===== src/rtl/fpnew_share_ctrl_pkg.sv =====
// Shared types and helpers for the fpnew_share_ctrl FPU sharing front-end.
package fpnew_share_ctrl_pkg;

    // Controller phase: normal issue/return, or discarding results after a flush.
    typedef enum logic [0:0] {
        IDLE  = 1'b0,
        DRAIN = 1'b1
    } share_state_e;

    // Width of the tag sent through the FPU: {requester id, user tag}.
    function automatic int share_tag_width(input int num_req, input int user_tag_width);
        return $clog2(num_req) + user_tag_width;
    endfunction

endpackage


===== src/rtl/fpnew_share_ctrl_rr_sel.sv =====
// Combinational round-robin selector: first requester at or above i_rr_ptr,
// wrapping around. The pointer register lives in the caller.
module fpnew_share_rr_sel #(
    parameter  int NumReq  = 4,
    localparam int IdWidth = $clog2(NumReq)
) (
    input  logic [NumReq-1:0]  i_req,
    input  logic [IdWidth-1:0] i_rr_ptr,
    output logic [IdWidth-1:0] o_gnt_idx,
    output logic               o_gnt_valid
);

    // Scan offsets high to low so the smallest offset from the pointer wins.
    always_comb begin
        o_gnt_idx   = '0;
        o_gnt_valid = 1'b0;
        for (int k = NumReq - 1; k >= 0; k--) begin
            if (i_req[(int'(i_rr_ptr) + k) % NumReq]) begin
                o_gnt_idx   = IdWidth'((int'(i_rr_ptr) + k) % NumReq);
                o_gnt_valid = 1'b1;
            end
        end
    end

endmodule


===== src/rtl/fpnew_share_ctrl.sv =====
// fpnew_share_ctrl: shares one FPU between NumReq requesters. Round-robin issue,
// outstanding-op limit, id-tagged response routing, flush with drain phase.
// Optional SVA checks are compiled in with FPNEW_SHARE_ASSERT_EN.
module fpnew_share_ctrl
    import fpnew_share_ctrl_pkg::*;
#(
    parameter  int  NumReq         = 4,
    parameter  type ReqType        = logic,
    parameter  type RspType        = logic,
    parameter  int  UserTagWidth   = 4,
    parameter  int  MaxOutstanding = 4,
    localparam int  IdWidth        = $clog2(NumReq)
) (
    input  logic                                    clk_i,
    input  logic                                    rst_i,
    input  logic [NumReq-1:0]                       req_valid_i,
    output logic [NumReq-1:0]                       req_ready_o,
    input  logic [NumReq-1:0][$bits(ReqType)-1:0]   req_data_i,
    input  logic [NumReq-1:0][UserTagWidth-1:0]     req_tag_i,
    output logic [NumReq-1:0]                       rsp_valid_o,
    input  logic [NumReq-1:0]                       rsp_ready_i,
    output logic [$bits(RspType)-1:0]               rsp_data_o,
    output logic [UserTagWidth-1:0]                 rsp_tag_o,
    input  logic                                    flush_i,
    output logic                                    fpu_in_valid_o,
    input  logic                                    fpu_in_ready_i,
    output logic [$bits(ReqType)-1:0]               fpu_req_o,
    output logic [IdWidth+UserTagWidth-1:0]         fpu_tag_o,
    input  logic                                    fpu_out_valid_i,
    output logic                                    fpu_out_ready_o,
    input  logic [$bits(RspType)-1:0]               fpu_rsp_i,
    input  logic [IdWidth+UserTagWidth-1:0]         fpu_tag_i,
    output logic                                    fpu_flush_o,
    input  logic                                    fpu_busy_i,
    output logic                                    idle_o
);

    localparam int                 TagWidth = share_tag_width(NumReq, UserTagWidth);
    localparam int                 CntWidth = $clog2(MaxOutstanding + 1);
    localparam logic [CntWidth-1:0] CntMax  = CntWidth'(MaxOutstanding);

    share_state_e        r_state;
    logic [IdWidth-1:0]  r_rr_ptr;
    logic [IdWidth-1:0]  r_lock_idx;
    logic                r_lock;
    logic [CntWidth-1:0] r_cnt;

    logic                w_issue_en;
    logic                w_sel_valid;
    logic [IdWidth-1:0]  w_sel_idx;
    logic                w_use_lock;
    logic [IdWidth-1:0]  w_gnt_idx;
    logic                w_issue_hs;
    logic [IdWidth-1:0]  w_rsp_id;
    logic                w_id_ok;
    logic                w_id_ready;
    logic                w_rsp_hs;

    fpnew_share_rr_sel #(.NumReq(NumReq)) u_rr_sel (
        .i_req       (req_valid_i),
        .i_rr_ptr    (r_rr_ptr),
        .o_gnt_idx   (w_sel_idx),
        .o_gnt_valid (w_sel_valid)
    );

    // A stalled grant stays with its requester even if a higher-priority one
    // raises valid meanwhile; the lock only applies while that requester holds valid.
    assign w_use_lock = r_lock & req_valid_i[r_lock_idx];
    assign w_gnt_idx  = w_use_lock ? r_lock_idx : w_sel_idx;

    // Issue side is purely combinational; valid never looks at fpu_in_ready_i.
    assign w_issue_en     = (r_state == IDLE) & ~flush_i & (r_cnt < CntMax);
    assign fpu_in_valid_o = ~rst_i & w_issue_en & w_sel_valid;
    assign w_issue_hs     = fpu_in_valid_o & fpu_in_ready_i;
    assign fpu_req_o      = req_data_i[w_gnt_idx];
    assign fpu_tag_o      = {w_gnt_idx, req_tag_i[w_gnt_idx]};
    assign fpu_flush_o    = ~rst_i & flush_i;

    // One-hot accept towards the granted requester only.
    always_comb begin
        req_ready_o = '0;
        for (int k = 0; k < NumReq; k++) begin
            req_ready_o[k] = w_issue_hs & (w_gnt_idx == IdWidth'(k));
        end
    end

    // Decode the returning id; ids beyond NumReq are swallowed.
    assign w_rsp_id = fpu_tag_i[TagWidth-1 -: IdWidth];
    always_comb begin
        w_id_ok     = 1'b0;
        w_id_ready  = 1'b0;
        rsp_valid_o = '0;
        for (int k = 0; k < NumReq; k++) begin
            if (w_rsp_id == IdWidth'(k)) begin
                w_id_ok        = 1'b1;
                w_id_ready     = rsp_ready_i[k];
                rsp_valid_o[k] = ~rst_i & fpu_out_valid_i & (r_state == IDLE);
            end
        end
    end

    assign fpu_out_ready_o = ~rst_i & ((r_state == DRAIN) | ~w_id_ok | w_id_ready);
    assign w_rsp_hs        = fpu_out_valid_i & fpu_out_ready_o & (r_state == IDLE);
    assign rsp_data_o      = fpu_rsp_i;
    assign rsp_tag_o       = fpu_tag_i[UserTagWidth-1:0];
    assign idle_o          = (r_state == IDLE) & (r_cnt == '0) & ~fpu_busy_i;

    // Phase FSM and outstanding counter; flush overrides any same-cycle +/-.
    always_ff @(posedge clk_i) begin
        if (rst_i) begin
            r_state <= IDLE;
            r_cnt   <= '0;
        end else if (flush_i) begin
            r_state <= DRAIN;
            r_cnt   <= '0;
        end else begin
            if (w_issue_hs && !w_rsp_hs) begin
                r_cnt <= r_cnt + 1'b1;
            end else if (!w_issue_hs && w_rsp_hs && r_cnt != '0) begin
                r_cnt <= r_cnt - 1'b1;
            end
            if (r_state == DRAIN && !fpu_busy_i && !fpu_out_valid_i) begin
                r_state <= IDLE;
            end
        end
    end

    // Round-robin pointer advances past the winner; grant lock tracks backpressure.
    always_ff @(posedge clk_i) begin
        if (rst_i) begin
            r_rr_ptr   <= '0;
            r_lock     <= 1'b0;
            r_lock_idx <= '0;
        end else begin
            if (w_issue_hs) begin
                r_rr_ptr <= (w_gnt_idx == IdWidth'(NumReq - 1)) ? '0 : w_gnt_idx + 1'b1;
            end
            r_lock     <= fpu_in_valid_o & ~fpu_in_ready_i;
            r_lock_idx <= w_gnt_idx;
        end
    end

`ifdef FPNEW_SHARE_ASSERT_EN
    a_ready_onehot: assert property (@(posedge clk_i) disable iff (rst_i)
        $onehot0(req_ready_o));
    a_gnt_stable: assert property (@(posedge clk_i) disable iff (rst_i)
        (fpu_in_valid_o && !fpu_in_ready_i && !flush_i) |=>
        (!fpu_in_valid_o || !req_valid_i[$past(w_gnt_idx)] || w_gnt_idx == $past(w_gnt_idx)));
    a_cnt_max: assert property (@(posedge clk_i) disable iff (rst_i)
        r_cnt <= CntMax);
    a_cnt_under: assert property (@(posedge clk_i) disable iff (rst_i)
        w_rsp_hs |-> (r_cnt != '0 || w_issue_hs));
    a_id_range: assert property (@(posedge clk_i) disable iff (rst_i)
        fpu_out_valid_i |-> w_id_ok);
    a_no_rsp_drain: assert property (@(posedge clk_i) disable iff (rst_i)
        (r_state == DRAIN) |-> (rsp_valid_o == '0));
`endif

endmodule

===== config.mk =====
export PLATFORM = sky130hd
export DESIGN_NAME = fpnew_share_ctrl
export DESIGN_NICKNAME = d
export VERILOG_FILES = /design/src/rtl/fpnew_share_ctrl_pkg.sv /design/src/rtl/fpnew_share_ctrl_rr_sel.sv /design/src/rtl/fpnew_share_ctrl.sv
export SDC_FILE = /design/constraint.sdc
export NUM_CORES = 1
export LEC_CHECK = 0
export ABC_AREA = 1
export ABC_CLOCK_PERIOD_IN_PS = 2200
export CORE_MARGIN = 3
export CORE_UTILIZATION = 39
export CTS_CLUSTER_DIAMETER = 30
export CTS_CLUSTER_SIZE = 30
export DETAILED_ROUTE_END_ITERATION = 12
export PLACE_DENSITY = 0.86
export SYNTH_ARGS = -nofsm -noshare
export SYNTH_HDL_FRONTEND = slang
export SYNTH_SLANG_ARGS = --single-unit
export TNS_END_PERCENT = 5

===== constraint.sdc =====
create_clock -name clk_i -period 2.2 [get_ports clk_i]
set_input_delay 0.33 -clock clk_i [delete_from_list [all_inputs] [get_ports clk_i]]
set_output_delay 0.33 -clock clk_i [all_outputs]
set_load 0.02 [all_outputs]

# Word-level counts from Yosys, hierarchy flattened
# Cells that the tools add are included.
# totals
wordCells	116
in_bits	41
out_inout_bits	24
ff_bits	9
# classes
bitwise	30
magnitude_cmp	7
eq_ne	6
mux	43
reduce_logical	19
addsub	6
# op_table
operator	count
1-bit 2-to-1 mux	27
1-bit bitwise AND	19
1-bit binary-select mux with 2-bit select	6
3-bit by 4-bit < comparator with 1-bit output (second input constant)	3
2-bit 2-to-1 mux	6
2-bit by 3-bit < comparator with 1-bit output (second input constant)	3
4-bit binary-select mux with 2-bit select	1
2-bit equality test (second input constant)	4
2-bit OR reduction	4
3-bit 2-to-1 mux	2
1-bit inverter	6
1-bit logical AND	5
2-bit by 1-bit adder with 2-bit output (second input constant)	2
2-bit adder (second input constant)	2
2-bit by 1-bit equality test with 1-bit output (second input constant)	2
1-bit logical NOT	4
2-bit logical NOT	2
4-bit 2-to-1 mux	1
2-bit nonzero test	2
3-bit by 1-bit adder with 3-bit output (second input constant)	1
1-bit bitwise AND (first input constant)	3
3-bit logical NOT	1
3-bit < comparator (second input constant)	1
3-bit nonzero test	1
other kinds (2)	3

# Longest topological paths before layout
# depth
depth_word	17
depth_mapped	16
ltp_nobuf	16

# Modules after synthesis
# A second synthesis with hierarchy kept.
# hier_totals
cells_unflattened	202
area_unflattened_um2	1275.0
# by_module_without_submodules
mod	n_inst	area_per_inst_um2	seq_area_each_um2	cells_each
fpnew_share_ctrl	1	1059.8	180.2	158
fpnew_share_rr_sel	1	215.2	0.0	44

# Least setup slack after synthesis
# OpenSTA, ideal clock, no wires.
# synth_path
path_kind	register to output
start	reg r_rr_ptr[0]
end	out req_ready_o[3]
path_buffers	0
path_stages_with_launch	12
setup_slack_ns	0.043
arrival_time_ns	1.827
required_time_ns	1.870
path_cell_list	dfxtp_1 inv_2 nand2_1 nand2_1 o21ai_0 nand3_1 nand3_1 o21ai_2 inv_1 ha_1 inv_1 nor2_1
# synth_via
elab_chain_cells	11
word_cells_on_any_way	27
classes_between	add/sub: 3; eq/ne: 1; mux: 20; bitwise: 3
# synth_rtl
item	line	text
start, declared	fpnew_share_ctrl.sv:43	logic [IdWidth-1:0] r_rr_ptr;
start signal, assigned	fpnew_share_ctrl.sv:136	r_rr_ptr <= (w_gnt_idx == IdWidth'(NumReq - 1)) ? '0 : w_gnt_idx + 1'b1;
2-bit adder	fpnew_share_ctrl_rr_sel.sv:18, fpnew_share_ctrl_rr_sel.sv:19	
1-bit binary-select mux with 2-bit select	fpnew_share_ctrl_rr_sel.sv:18	if (i_req[(int'(i_rr_ptr) + k) % NumReq]) begin
1-bit 2-to-1 mux (not written as such) (2 in series)	fpnew_share_ctrl_rr_sel.sv:18	
2-bit 2-to-1 mux (3 in series)	fpnew_share_ctrl_rr_sel.sv:18	
2-bit 2-to-1 mux (*)	fpnew_share_ctrl_rr_sel.sv:18	
2-bit 2-to-1 mux (*)	fpnew_share_ctrl.sv:69	assign w_gnt_idx = w_use_lock ? r_lock_idx : w_sel_idx;
via fpu_tag_o[5]	fpnew_share_ctrl.sv:28	output logic [IdWidth+UserTagWidth-1:0] fpu_tag_o,
2-bit equality test (*)	fpnew_share_ctrl.sv:83	req_ready_o[k] = w_issue_hs & (w_gnt_idx == IdWidth'(k));
1-bit bitwise AND (*)	fpnew_share_ctrl.sv:83	
end, declared	fpnew_share_ctrl.sv:17	output logic [NumReq-1:0] req_ready_o,
# The timed path passes the listed nets; every way through them passes the cells marked *. The select of a mux whose other input is x is not followed.

# Worst setup path after layout
# layout_path
start	reg r_rr_ptr[0]
end	reg r_cnt[2]
# layout_via
elab_chain_cells	14
word_cells_on_any_way	26
classes_between	add/sub: 3; mux: 16; bitwise: 2; reduce/logical: 5
# layout_rtl
item	line	text
2-bit adder	fpnew_share_ctrl_rr_sel.sv:18	
1-bit binary-select mux with 2-bit select	fpnew_share_ctrl_rr_sel.sv:18	
1-bit 2-to-1 mux (not written as such) (2 in series)	fpnew_share_ctrl_rr_sel.sv:18	
1-bit 2-to-1 mux (3 in series)	fpnew_share_ctrl_rr_sel.sv:18	
1-bit 2-to-1 mux (*)	fpnew_share_ctrl_rr_sel.sv:18	
1-bit bitwise AND (*)	fpnew_share_ctrl.sv:73	assign fpu_in_valid_o = ~rst_i & w_issue_en & w_sel_valid;
1-bit bitwise AND (*)	fpnew_share_ctrl.sv:74	assign w_issue_hs = fpu_in_valid_o & fpu_in_ready_i;
1-bit logical NOT	fpnew_share_ctrl.sv:119	end else if (!w_issue_hs && w_rsp_hs && r_cnt != '0) begin
1-bit logical AND (2 in series)	fpnew_share_ctrl.sv:119	
2-bit nonzero test (no source line)	--	
end signal, assigned	fpnew_share_ctrl.sv:118	r_cnt <= r_cnt + 1'b1;
end signal, assigned	fpnew_share_ctrl.sv:120	r_cnt <= r_cnt - 1'b1;
end, declared	fpnew_share_ctrl.sv:46	logic [CntWidth-1:0] r_cnt;
# Every way passes the cells marked *; elsewhere a longest branch is shown, timed or not. The select of a mux whose other input is x is not followed.
# A chain may end at the register's enable or synchronous reset.

==> flow_summary.toml <==
[run_status]
status = "finished with violations"
violations = "setup timing"

[worst_setup_path]
slowest_stage = "fa_1"
worstPathRequired_ns = 2.36
crit_top_cell = "nand2_2"
path_buf_inv = 3
r2r_setup_slack_ns = -0.18
critPathMaxStageDelay_ns = 0.41
worstPathCellList = "buf_6 > nand2_2 > nand2_2 > nand2_2 > nand2_2 > buf_4 > nor2_1 > nand2_2 > nand3_4 > inv_1 > nand2_2 > fa_1 > nand2_1 > nand2_2 > a21oi_1 > nor2_1"
crit_arrival_ns = 2.53
cp-end-kind = "flip-flop"
critPathKind = "reg -> reg"
startpoint_type = "flip-flop"
path_delay_family = "simple AND/OR/NAND/NOR gates"
crit_fanout = 9

[pwr]
power_leakage_nw = 1.093
power_density_mw_per_mm2 = 486.8
pwr-share-clk_pct = 13.7
switching_share_pct = 42.89
power_switching_w = 0.0004250
ir_drop_mv = 0.3475
sequentialPowerShare_pct = 18.8
pwr-share-comb_pct = 67.6
power.total_w = 0.0009909
p_int_w = 0.0005660

[placed_design]
placed_cell_area_mm2 = 0.001864
dp_hpwl_um = 2757
dpl.cell_count = 311
portBuffers = 54
globalplace.congestion = 0.9141
dp_slack_ns = -0.6664

[logic_synthesis]
syn_nets = 254
syn_inst = 208
ys_warn_count = 0
synthTopCellsByArea = "nand2_1 (17%), dfxtp_1 (15%), nand3_1 (15%)"
syn_avg_cell_area_um2 = 5.594
yosysTopAreaCell = "nand2_1"
synth-seq-cells = 9
synth.top_cell.area_share_pct = 16.77
yosysUniqueCellTypes = 24
netlist_area_mm2 = 0.001164
ys_seq_area_share_pct = 15.48

[global_routing]
top_usage_layer = "met2"
grt_use_met1_pct = 25.70
overflow = 0
grt_util_met2_pct = 38.47
antenna_found_initial = 0
grt_pass1_wl_um = 6127
grt_pass1_vias = 1455
grt_max_degree = 11
track_usage_pct = 21.65
met3_usage_pct = 2.340

[layout]
final_cell_mix = "nand2_1 (37), inv_1 (36), clkdlybuf4s50_1 (33)"
drive_gt1_share_pct = 33.68
final_cell_count_no_fill = 319
area_growth_pct = 74.95
num_antenna_cells = 0
final_area_mm2 = 0.002036
final_common_cell = "nand2_1"
nets = 335

[clock_network]
cts_buffers = 3
cts.sinks = 9
cts_buffer_depth = 2
cts_root_buffer = "clkbuf_4"
path_clk_slew_ns = 0.08
cts_tree = "done"
cts_hold_buffers = 0
clock_latency_ns = 0.27
htree_levels = 1

[timing]
timing.final.ws_setup_ns = -0.1750
fin_crit_ns = 2.375
rsz0062_at_grt = "yes"
fin_setup_tns_ns = -0.9283
max_clock_freq_mhz = 421.0
finalSetupViolations = 10
fin_skew_ns = 0.01177
finalHoldViolations = 0
relSlewSlack_pct = 78.99
drv_slew = 0
finalCritPeriodShare_pct = 108.0
max_slew.worst_pin.slew_ns = 0.3119

[floorplanning]
dieHeight_um = 60.62
start_util_pct = 41.48
rows = 19
io_pins = 65
die_area_mm2 = 0.003675
die-width_um = 60.62
core_area_mm2 = 0.002805

[drt]
drt_pre_antenna_iters = 5
wl_um = 4440
drt_iter0_markers = 97
drtAntennaViolNets = 0
via_per_inst = 5.088
num_vias = 1623
post-route-drc-count = 0
wire_per_inst_um = 13.92

[run]
drv_cap = 0

[min_path]
hp-class = "reg -> reg"
## final timing paths
path,depth (start not counted),to,start
worst max register to register,16,r_cnt[2],r_rr_ptr[0]
worst max-delay path,16,r_cnt[2],r_rr_ptr[0]
worst min register to register,3,r_cnt[0],r_cnt[0]
worst min-delay path,3,r_cnt[0],r_cnt[0]
## kinds of logic (layout without fill, tap and decap cells)
| group | after synthesis | after routing | synth area share [%] |
|---|---|---|---|
| compound gates | 13 | 13 | 6.559 |
| flops | 9 | 9 | 15.48 |
| buf+inv | 55 | 135 | 22.15 |
| simple gates | 126 | 126 | 49.79 |
| fa+ha+maj | 5 | 5 | 6.022 |
## Yosys cell counts
cell / instances
a21oi_1: 4
buf_12: 1
buf_2: 1
buf_4: 5
buf_6: 2
clkbuf_1: 1
dfxtp_1: 9
fa_1: 1
ha_1: 4
inv_1: 42
inv_2: 3
nand2_1: 52
nand2_2: 10
nand2_4: 2
nand3_1: 34
nand3_2: 2
nand4_1: 1
nor2_1: 19
nor3_1: 5
nor4_1: 1
o211ai_1: 3
o21ai_0: 4
o21ai_1: 1
o21ai_2: 1
## through the flow
stage,utilization (%),hold WS [ns]
after floorplan,-,0.4024
after global placement,66.46,0.5274
after detailed placement,66.46,0.5390
after CTS,68.78,0.5572
after global routing,72.57,0.6211
final,72.57,0.5721
## registers in the layout, indices dropped and copies added (netlist names)
name / count
r_cnt: 3
r_lock_idx: 2
r_rr_ptr: 2
r_lock: 1
r_state: 1
## metal layers
layer | wire length [µm] | part of all wire, % | up-vias
li1 | - | - | 801
met1 | 1728 | 39 | 736
met2 | 2337 | 53 | 71
met3 | 246 | 5.5 | 15
met4 | 128 | 2.9 | 0
met5 | 0 | 0 | -
## repair_timing
item,4_1_cts,5_1_grt
endpoints found under the setup margin,18,14
pin swaps,14,21
buffers inserted,4,1
gates resized for setup,76,39
## area by class of cell
| cell class | count | area (µm²) |
|---|---|---|
| Multi-Input combinational cell | 144 | 838.3 |
| Clock buffer | 4 | 26.28 |
| Tap cell | 31 | 38.79 |
| Inverter | 45 | 173.9 |
| Fill cell | 200 | 769.5 |
| Timing Repair Buffer | 86 | 775.7 |
| Sequential cell | 9 | 182.7 |
## power by group through the flow
stage	Clock (W)	Sequential (W)	Combinational, W
2_1_floorplan	0	0.000185	0.000315
3_3_place_gp	0	0.000187	0.000546
3_5_place_dp	0	0.000187	0.000553
4_1_cts	0.000135	0.000184	0.000565
5_1_grt	0.000148	0.000188	0.000718
6_report	0.000135	0.000186	0.000670
## worst min-delay path, cell delays in order (launching register included)
cell and delay (ns):
dfxtp_1 0.35, inv_1 0.08, nor2_1 0.05, nor2_1 0.07
Note: power is estimated with default switching activity, not from simulation.
